===== src/rtl/mem_arbiter.sv =====
// Two-port (fetch/data) arbiter onto one single-outstanding memory port: IDLE -> ISSUE -> WAIT -> RESP.
// Optional fetch anti-starvation counter is enabled by defining MEM_ARBITER_FAIRNESS_EN.
module mem_arbiter #(
  parameter int unsigned LAT      = 1,
  parameter int unsigned MAX_SKIP = 4
) (
  input  logic        clk,
  input  logic        rst,
  input  logic        if_req_i,
  input  logic [31:0] if_addr_i,
  output logic        if_gnt_o,
  output logic        if_rvalid_o,
  output logic [31:0] if_rdata_o,
  input  logic        d_req_i,
  input  logic        d_we_i,
  input  logic [31:0] d_addr_i,
  input  logic [31:0] d_wdata_i,
  output logic        d_gnt_o,
  output logic        d_rvalid_o,
  output logic [31:0] d_rdata_o,
  output logic        m_en_o,
  output logic        m_we_o,
  output logic [31:0] m_addr_o,
  output logic [31:0] m_wdata_o,
  input  logic [31:0] m_rdata_i,
  output logic        busy_o,
  output logic [1:0]  dbg_state_o
);

  // Handshake: a requester holds req/addr/data stable until its one-cycle gnt pulse;
  // the matching rvalid pulse follows exactly LAT cycles after gnt, one access in flight.

  typedef enum logic [1:0] {
    IDLE  = 2'd0,
    ISSUE = 2'd1,
    WAIT  = 2'd2,
    RESP  = 2'd3
  } state_t;

  localparam logic [3:0] WAIT_CYCLES = 4'(LAT - 1);

  if (LAT < 1 || LAT > 15) begin : g_bad_lat
    $error("mem_arbiter: LAT must be within 1..15");
  end
  if (MAX_SKIP < 1 || MAX_SKIP > 15) begin : g_bad_skip
    $error("mem_arbiter: MAX_SKIP must be within 1..15");
  end

  state_t      state_q;
  logic        sel_data_q;
  logic        we_q;
  logic [3:0]  wait_cnt_q;
  logic        if_gnt_q;
  logic        d_gnt_q;
  logic        if_rvalid_q;
  logic        d_rvalid_q;
  logic        m_en_q;
  logic        m_we_q;
  logic [31:0] m_addr_q;
  logic [31:0] m_wdata_q;

  logic any_req;
  logic pick_data;

  assign any_req = if_req_i | d_req_i;

`ifdef MEM_ARBITER_FAIRNESS_EN
  localparam logic [3:0] SKIP_LIMIT = 4'(MAX_SKIP);
  logic [3:0] skip_q;
  logic       fetch_turn;

  // Once fetch has been passed over SKIP_LIMIT times in a row it takes the next slot.
  assign fetch_turn = if_req_i && (skip_q == SKIP_LIMIT);
  assign pick_data  = d_req_i && !fetch_turn;
`else
  assign pick_data  = d_req_i;
`endif

  always_ff @(posedge clk or posedge rst) begin
    if (rst) begin
      state_q     <= IDLE;
      sel_data_q  <= 1'b0;
      we_q        <= 1'b0;
      wait_cnt_q  <= 4'd0;
      if_gnt_q    <= 1'b0;
      d_gnt_q     <= 1'b0;
      if_rvalid_q <= 1'b0;
      d_rvalid_q  <= 1'b0;
      m_en_q      <= 1'b0;
      m_we_q      <= 1'b0;
      m_addr_q    <= 32'd0;
      m_wdata_q   <= 32'd0;
`ifdef MEM_ARBITER_FAIRNESS_EN
      skip_q      <= 4'd0;
`endif
    end else begin
      if_gnt_q    <= 1'b0;
      d_gnt_q     <= 1'b0;
      if_rvalid_q <= 1'b0;
      d_rvalid_q  <= 1'b0;
      m_en_q      <= 1'b0;
      m_we_q      <= 1'b0;
      m_addr_q    <= 32'd0;
      m_wdata_q   <= 32'd0;
      case (state_q)
        IDLE, RESP: begin
          if (any_req) begin
            state_q    <= ISSUE;
            sel_data_q <= pick_data;
            we_q       <= pick_data & d_we_i;
            m_en_q     <= 1'b1;
            m_we_q     <= pick_data & d_we_i;
            m_addr_q   <= pick_data ? d_addr_i : if_addr_i;
            m_wdata_q  <= pick_data ? d_wdata_i : 32'd0;
            d_gnt_q    <= pick_data;
            if_gnt_q   <= !pick_data;
`ifdef MEM_ARBITER_FAIRNESS_EN
            if (!pick_data) begin
              skip_q <= 4'd0;
            end else if (if_req_i) begin
              skip_q <= skip_q + 4'd1;
            end
`endif
          end else begin
            state_q <= IDLE;
          end
        end
        ISSUE: begin
          if (LAT == 1) begin
            state_q     <= RESP;
            if_rvalid_q <= !sel_data_q;
            d_rvalid_q  <= sel_data_q;
          end else begin
            state_q    <= WAIT;
            wait_cnt_q <= WAIT_CYCLES;
          end
        end
        WAIT: begin
          if (wait_cnt_q == 4'd1) begin
            state_q     <= RESP;
            if_rvalid_q <= !sel_data_q;
            d_rvalid_q  <= sel_data_q;
          end else begin
            wait_cnt_q <= wait_cnt_q - 4'd1;
          end
        end
        default: state_q <= IDLE;
      endcase
    end
  end

  assign if_gnt_o    = if_gnt_q;
  assign d_gnt_o     = d_gnt_q;
  assign if_rvalid_o = if_rvalid_q;
  assign d_rvalid_o  = d_rvalid_q;
  assign m_en_o      = m_en_q;
  assign m_we_o      = m_we_q;
  assign m_addr_o    = m_addr_q;
  assign m_wdata_o   = m_wdata_q;
  // Read data passes straight from memory in the RESP cycle; writes complete with zero data.
  assign if_rdata_o  = if_rvalid_q ? m_rdata_i : 32'd0;
  assign d_rdata_o   = (d_rvalid_q && !we_q) ? m_rdata_i : 32'd0;
  assign busy_o      = (state_q != IDLE);
  assign dbg_state_o = state_q;

endmodule


===== config.mk =====
export PLATFORM = sky130hd
export DESIGN_NAME = mem_arbiter
export DESIGN_NICKNAME = d
export VERILOG_FILES = /design/src/rtl/mem_arbiter.sv
export SDC_FILE = /design/constraint.sdc
export NUM_CORES = 1
export LEC_CHECK = 0
export CELL_PAD_IN_SITES_DETAIL_PLACEMENT = 0
export CELL_PAD_IN_SITES_GLOBAL_PLACEMENT = 1
export CORE_ASPECT_RATIO = 0.7
export CORE_MARGIN = 2
export CORE_UTILIZATION = 23
export DETAILED_ROUTE_END_ITERATION = 12
export PLACE_DENSITY_LB_ADDON = 0.12
export SYNTH_ARGS = -nofsm -noshare
export SYNTH_HDL_FRONTEND = slang
export SYNTH_SLANG_ARGS = --single-unit

===== constraint.sdc =====
create_clock -name clk -period 2.8 [get_ports clk]
set_input_delay 0.56 -clock clk [delete_from_list [all_inputs] [get_ports clk]]
set_output_delay 0.56 -clock clk [all_outputs]
set_load 0.01 [all_outputs]

==> Yosys cells after proc, flatten, opt, wreduce, memory -nomap -nowiden <==
Cells that the tools add are included.
{ "classes": {"n_mul": 0, "addsub": 1, "shift": 0, "n_div": 0, "n_reduce_logical": 9, "eq_ne": 5, "n_bitwise": 3, "mux": 23, "order_cmp": 0} }
{ "ops": {"columns": ["operator", "n"], "rows": [
  ["$mux 32", 8],
  ["$mux 1", 11],
  ["$pmux 2 s3", 1],
  ["$eq 2x2->1 const B", 2],
  ["$eq 4x1->1 const B", 1],
  ["$pmux 1 s2", 2],
  ["$reduce_and 2->1", 2],
  ["$sub 4x1->4 const B", 1],
  ["$logic_not 1->1", 3],
  ["$eq 2x1->1 const B", 1],
  ["$logic_not 2->1", 1],
  ["$mux 2", 1],
  ["$ne 2x2->1 const B", 1],
  ["$reduce_bool 2->1", 1],
  ["$reduce_or 2->1", 1],
  ["$and 1x1->1", 1],
  ["$logic_and 1x1->1", 1],
  ["$not 1->1", 1],
  ["$or 1x1->1", 1]
]} }
{ "word_totals": {"latchBits": 0, "n_memories": 0, "rom_bits": 0, "input_bits": 133, "ramBits": 0, "output_inout_bits": 137, "elab_cells": 53, "reg_bits": 78} }

==> Longest topological paths before layout <==
Gate-level depths: netlist of the first run.
{ "logic_depth": {"depth_word": 3, "ltp_mapped": 7, "mapped_depth_nobuf": 5} }

==> Worst setup path before layout of the first run <==
No wires, ideal clock.
{ "synth_path": {"path_kind": "register to register", "startpoint": "register state_q[0] (netlist: dbg_state_o[0])", "endpoint": "register m_addr_q[25] (netlist: m_addr_o[25])", "setup_time_ps": 121, "path_stages_with_launch": 8, "n_path_buf": 3, "synth_period_minus_slack_ps": 1633, "t_arrival_ps": 1512, "t_required_ps": 2679, "path_slack_ps": 1167, "cell_sequence": "dfrtp_1 -> inv_1 -> ha_1 -> clkbuf_2 -> nor2b_2 -> buf_4 -> buf_2 -> a22o_1"} }
{ "synth_via": {"elab_chain_len": 3, "elab_cells_between_ends": 4, "classes_between": "eq/ne: 1; mux: 1; reduce/logical: 2"} }
{ "synth_rtl": {"columns": ["item", "line_no", "source"], "rows": [
  ["start, declared", "49", "state_t state_q;"],
  ["start signal, assigned", "81", "state_q <= IDLE;"],
  ["start signal, assigned", "108", "state_q <= ISSUE;"],
  ["start signal, assigned", "125", "state_q <= IDLE;"],
  ["$eq 2x2->1 / $logic_not 2->1 (equally long branches)", "105", "case (state_q)"],
  ["$reduce_or 2->1 (*)", "105", null],
  ["$mux 32 (*)", "105", null],
  ["end signal, assigned", "113", "m_addr_q <= pick_data ? d_addr_i : if_addr_i;"],
  ["end, declared", "59", "logic [31:0] m_addr_q;"]
]} }
Every way passes the cells marked *; elsewhere a longest branch is shown, timed or not.
A chain may end at the register's enable or synchronous reset.

==> Worst setup path after layout of the first run <==
{ "layout_path": {"startpoint": "register we_q", "endpoint": "output port d_rdata_o[12]"} }
{ "layout_via": {"elab_chain_len": 3} }
{ "layout_rtl": {"columns": ["item", "line_no", "source"], "rows": [
  ["start, declared", "51", "logic we_q;"],
  ["start signal, assigned", "110", "we_q <= pick_data & d_we_i;"],
  ["$logic_not 1->1", "162", "assign d_rdata_o = (d_rvalid_q && !we_q) ? m_rdata_i : 32'd0;"],
  ["$logic_and 1x1->1", "162", null],
  ["$mux 32", "162", null],
  ["end, declared", "20", "output logic [31:0] d_rdata_o,"]
]} }
No other way between the ends.

==> results of run 1 <==
==> kinds of logic (layout without fill, tap and decap cells) <==
family	after synthesis	in the layout	share of synthesized area, %
AO/OA/AOI/OAI	38	38	9.98
XOR/XNOR	1	1	0.274
adder cells (fa/ha/maj)	5	5	1.96
buffers and inverters	24	296	3.33
flip-flops	78	78	61.1
multiplexers	3	3	0.978
AND/OR/NAND/NOR	114	114	22.4
==> critical path, delay by kind of cell (launching register included) <==
kind,cells,cell delay [ns]
buffers and inverters,2,0.79
DFF,1,0.40
and+or+nand+nor,2,0.28
==> metrics by stage <==
step	setup slack, ns	instance area, um2	power [mW]	util, %	instances
after floorplan	0.245	3200	2.56	-	263
after global placement	0.488	6120	3.92	44.5	710
after detailed placement	0.499	6120	3.94	44.5	710
after CTS	0.372	6410	5.14	46.7	725
after global routing	0.295	6410	5.35	46.7	725
final	0.413	6410	5.03	46.7	725
==> registers in the layout, summed over array words and instances, names as in the netlist <==
name / cells
if_gnt_o: 1
we_q: 1
wait_cnt_q: 4
if_rvalid_o: 1
d_rvalid_o: 1
d_gnt_o: 1
dbg_state_o: 2
sel_data_q: 1
m_en_o: 1
m_addr_o: 32
m_we_o: 1
m_wdata_o: 32
==> metal layers <==
layer	routed length, um	share of wire [%]	vias up	track usage [%]
met5	0	0	-	0
met4	114	1.1	0	4.11
met3	1530	14	9	10.2
met2	5380	51	161	25.1
met1	3530	33	1328	12.7
li1	-	-	1396	-
==> area by class of cell <==
type | count | area (um2)
sequential | 78 | 1950
tap | 190 | 238
timing repair buffer | 274 | 2760
clock buffer | 10 | 239
multi-input combinational | 161 | 1140
fill | 1317 | 7320
clock inverter | 5 | 60.1
inverter | 7 | 27.5
==> Yosys cell counts, drive strengths merged, types with 2 or more instances <==
master / n / area (um2)
a22o: 32 / 280
and2: 97 / 607
nor2: 4 / 15.0
a21o: 2 / 15.0
nand2b: 3 / 18.8
clkbuf: 10 / 41.3
nor3: 2 / 10.0
dfrtp: 78 / 1950
mux2i: 2 / 20.0
o21ai: 4 / 23.8
nor2b: 2 / 15.0
inv: 7 / 26.3
nand2: 2 / 7.51
buf: 7 / 38.8
ha: 5 / 62.6
==> how the worst min path moves through the flow <==
stage	from	end	slack (ns)	cells past startpoint
5_1_grt	sel_data_q	if_rvalid_o	0.48	1
2_1_floorplan	sel_data_q	if_rvalid_o	0.43	1
4_1_cts	sel_data_q	if_rvalid_o	0.46	1
3_5_place_dp	sel_data_q	if_rvalid_o	0.46	1
6_report	sel_data_q	if_rvalid_o	0.47	1
3_3_place_gp	sel_data_q	if_rvalid_o	0.44	1
==> where the power goes <==
part	leakage (nW)	switching, mW	internal (mW)
combinational	1.59	0.965	1.34
clock	0.145	0.441	0.710
sequential	1.03	0.123	1.45
==> results.json, run 1 <==
{
  "crit_path_cell_trace": "nor2b_1, buf_4, and2_1, clkdlybuf4s50_1",
  "numCtsBuffers": 9,
  "clk_pin_slew_worst_paths_ns": 0.06,
  "portBuffers": 269,
  "synth_area_um2": 3200,
  "area_growth_pct": 101,
  "synth_instances": 263,
  "worst_path_largest_cell_delay_ns": 0.53,
  "worst_hold_margin_ns": 0.466,
  "final-setup-viol-count": 0,
  "grt_pass1_vias": 2940,
  "final_max_slew_viol_count": 0,
  "detailroute.via_count": 2894,
  "hold_buf_count_cts": 0,
  "avgRoutedWirePerCell_um": 14.6,
  "maxSlewHeadroom_pct": 65.7,
  "floorplan.die_area_um2": 14900,
  "synth-async-reset-ratio_pct": 100,
  "final_layout_size_suffix_gt1_share_pct": 4.67,
  "post_drt_via_cell_ratio": 3.99,
  "dp_hpwl_um": 8250,
  "dieWidth_um": 145,
  "ir_drop_mv": 0.384,
  "htree_levels": 3,
  "clock_sinks": 78,
  "grt_setup_unrepaired": "no",
  "total_power_per_unit_cell_area_nw_per_um2": 784,
  "crit_path_launch_type": "flip-flop",
  "sequential_share_of_the_synthesized_area_pct": 61.1,
  "detailedRoute.firstPassIterationCount": 4,
  "hold_path_class": "flip-flop to flip-flop",
  "worst-r2r-cell-count": 5,
  "number_of_enable_flip_flop_cells_after_synthesis": 0,
  "largest_net_degree_at_the_start_of_global_routing": 66,
  "post-route-period-util_pct": 85.2,
  "number_of_routed_nets_with_antenna_violations": 0,
  "p_leak_nw": 2.76,
  "status": "finished clean",
  "worst_max_slew_pin_slew_ns": 0.514,
  "crit_slowest_cell": "sky130_fd_sc_hd__clkdlybuf4s50_1",
  "worst-endpoint-required_ns": 2.24,
  "timing.setup.tns_ns": 0,
  "tritoncts": "built",
  "ys.warnings.count": 0,
  "worstSkewPairLatency_ns": 0.34,
  "core-area_um2": 13700,
  "worstPathMaxFanout": 32,
  "flop_and_latch_count_out_of_synthesis": 78,
  "initialDrtViolationCount": 39,
  "setup.worst_path.class": "flip-flop to output port",
  "fin_worst_skew_ns": 0.00667,
  "ports": 270,
  "synth_cell_types": 26,
  "crit_path_start": "we_q",
  "routed_wl_um": 10600,
  "post-cts-setup-buffers": 0,
  "fmaxAchievable_mhz": 419,
  "rows": 36,
  "cts.path.max_buffers": 2,
  "worst_setup_path_end_kind": "output port",
  "grt_overflow_total": 0,
  "antenna_fix_cells": 0,
  "avgSynthCellArea_um2": 12.2,
  "nets": 669,
  "most_common_cell_after_layout_fill_and_taps_aside": "sky130_fd_sc_hd__clkdlybuf4s50_1",
  "maxCapViolCount": 0,
  "most-common-layout-cells": "sky130_fd_sc_hd__clkdlybuf4s50_1, sky130_fd_sc_hd__and2_1, sky130_fd_sc_hd__dfrtp_1",
  "synth-main-ff-cell": "sky130_fd_sc_hd__dfrtp_1",
  "antenna_found_initial": 0,
  "post-route-min-period_ns": 2.39,
  "hold_viol": 0,
  "timing.rr.end": "m_addr_o[1]",
  "cts-resized-gates": 0,
  "slack_of_the_worst_reg_to_reg_path_ns": 1.01,
  "grt_first_pass_wirelength_um": 15700,
  "gp_congestion": 0.830,
  "cts.root.buffer_cell": "sky130_fd_sc_hd__clkbuf_16",
  "dieHeight_um": 103,
  "regToRegStartpoint": "dbg_state_o[1]",
  "net_count_after_synthesis": 401,
  "grt_util_all_layers_pct": 13.9,
  "initial_cell_density_of_the_core_pct": 23.3,
  "crit_arrival_ns": 1.83,
  "detail_route.drc_violations": 0,
  "endpoint": "d_rdata_o[12]"
}
Power figures use the tool's default switching activity.
==> run 2, diff against run 1 <==
--- a/config.mk
+++ b/config.mk
@@ -12,6 +12,7 @@
 export CORE_UTILIZATION = 23
 export DETAILED_ROUTE_END_ITERATION = 12
 export PLACE_DENSITY_LB_ADDON = 0.12
+export SETUP_SLACK_MARGIN = 0.15
 export SYNTH_ARGS = -nofsm -noshare
 export SYNTH_HDL_FRONTEND = slang
 export SYNTH_SLANG_ARGS = --single-unit
==> results of run 2 <==
The final DEF is identical to that of run 1; final timing and power are the same.
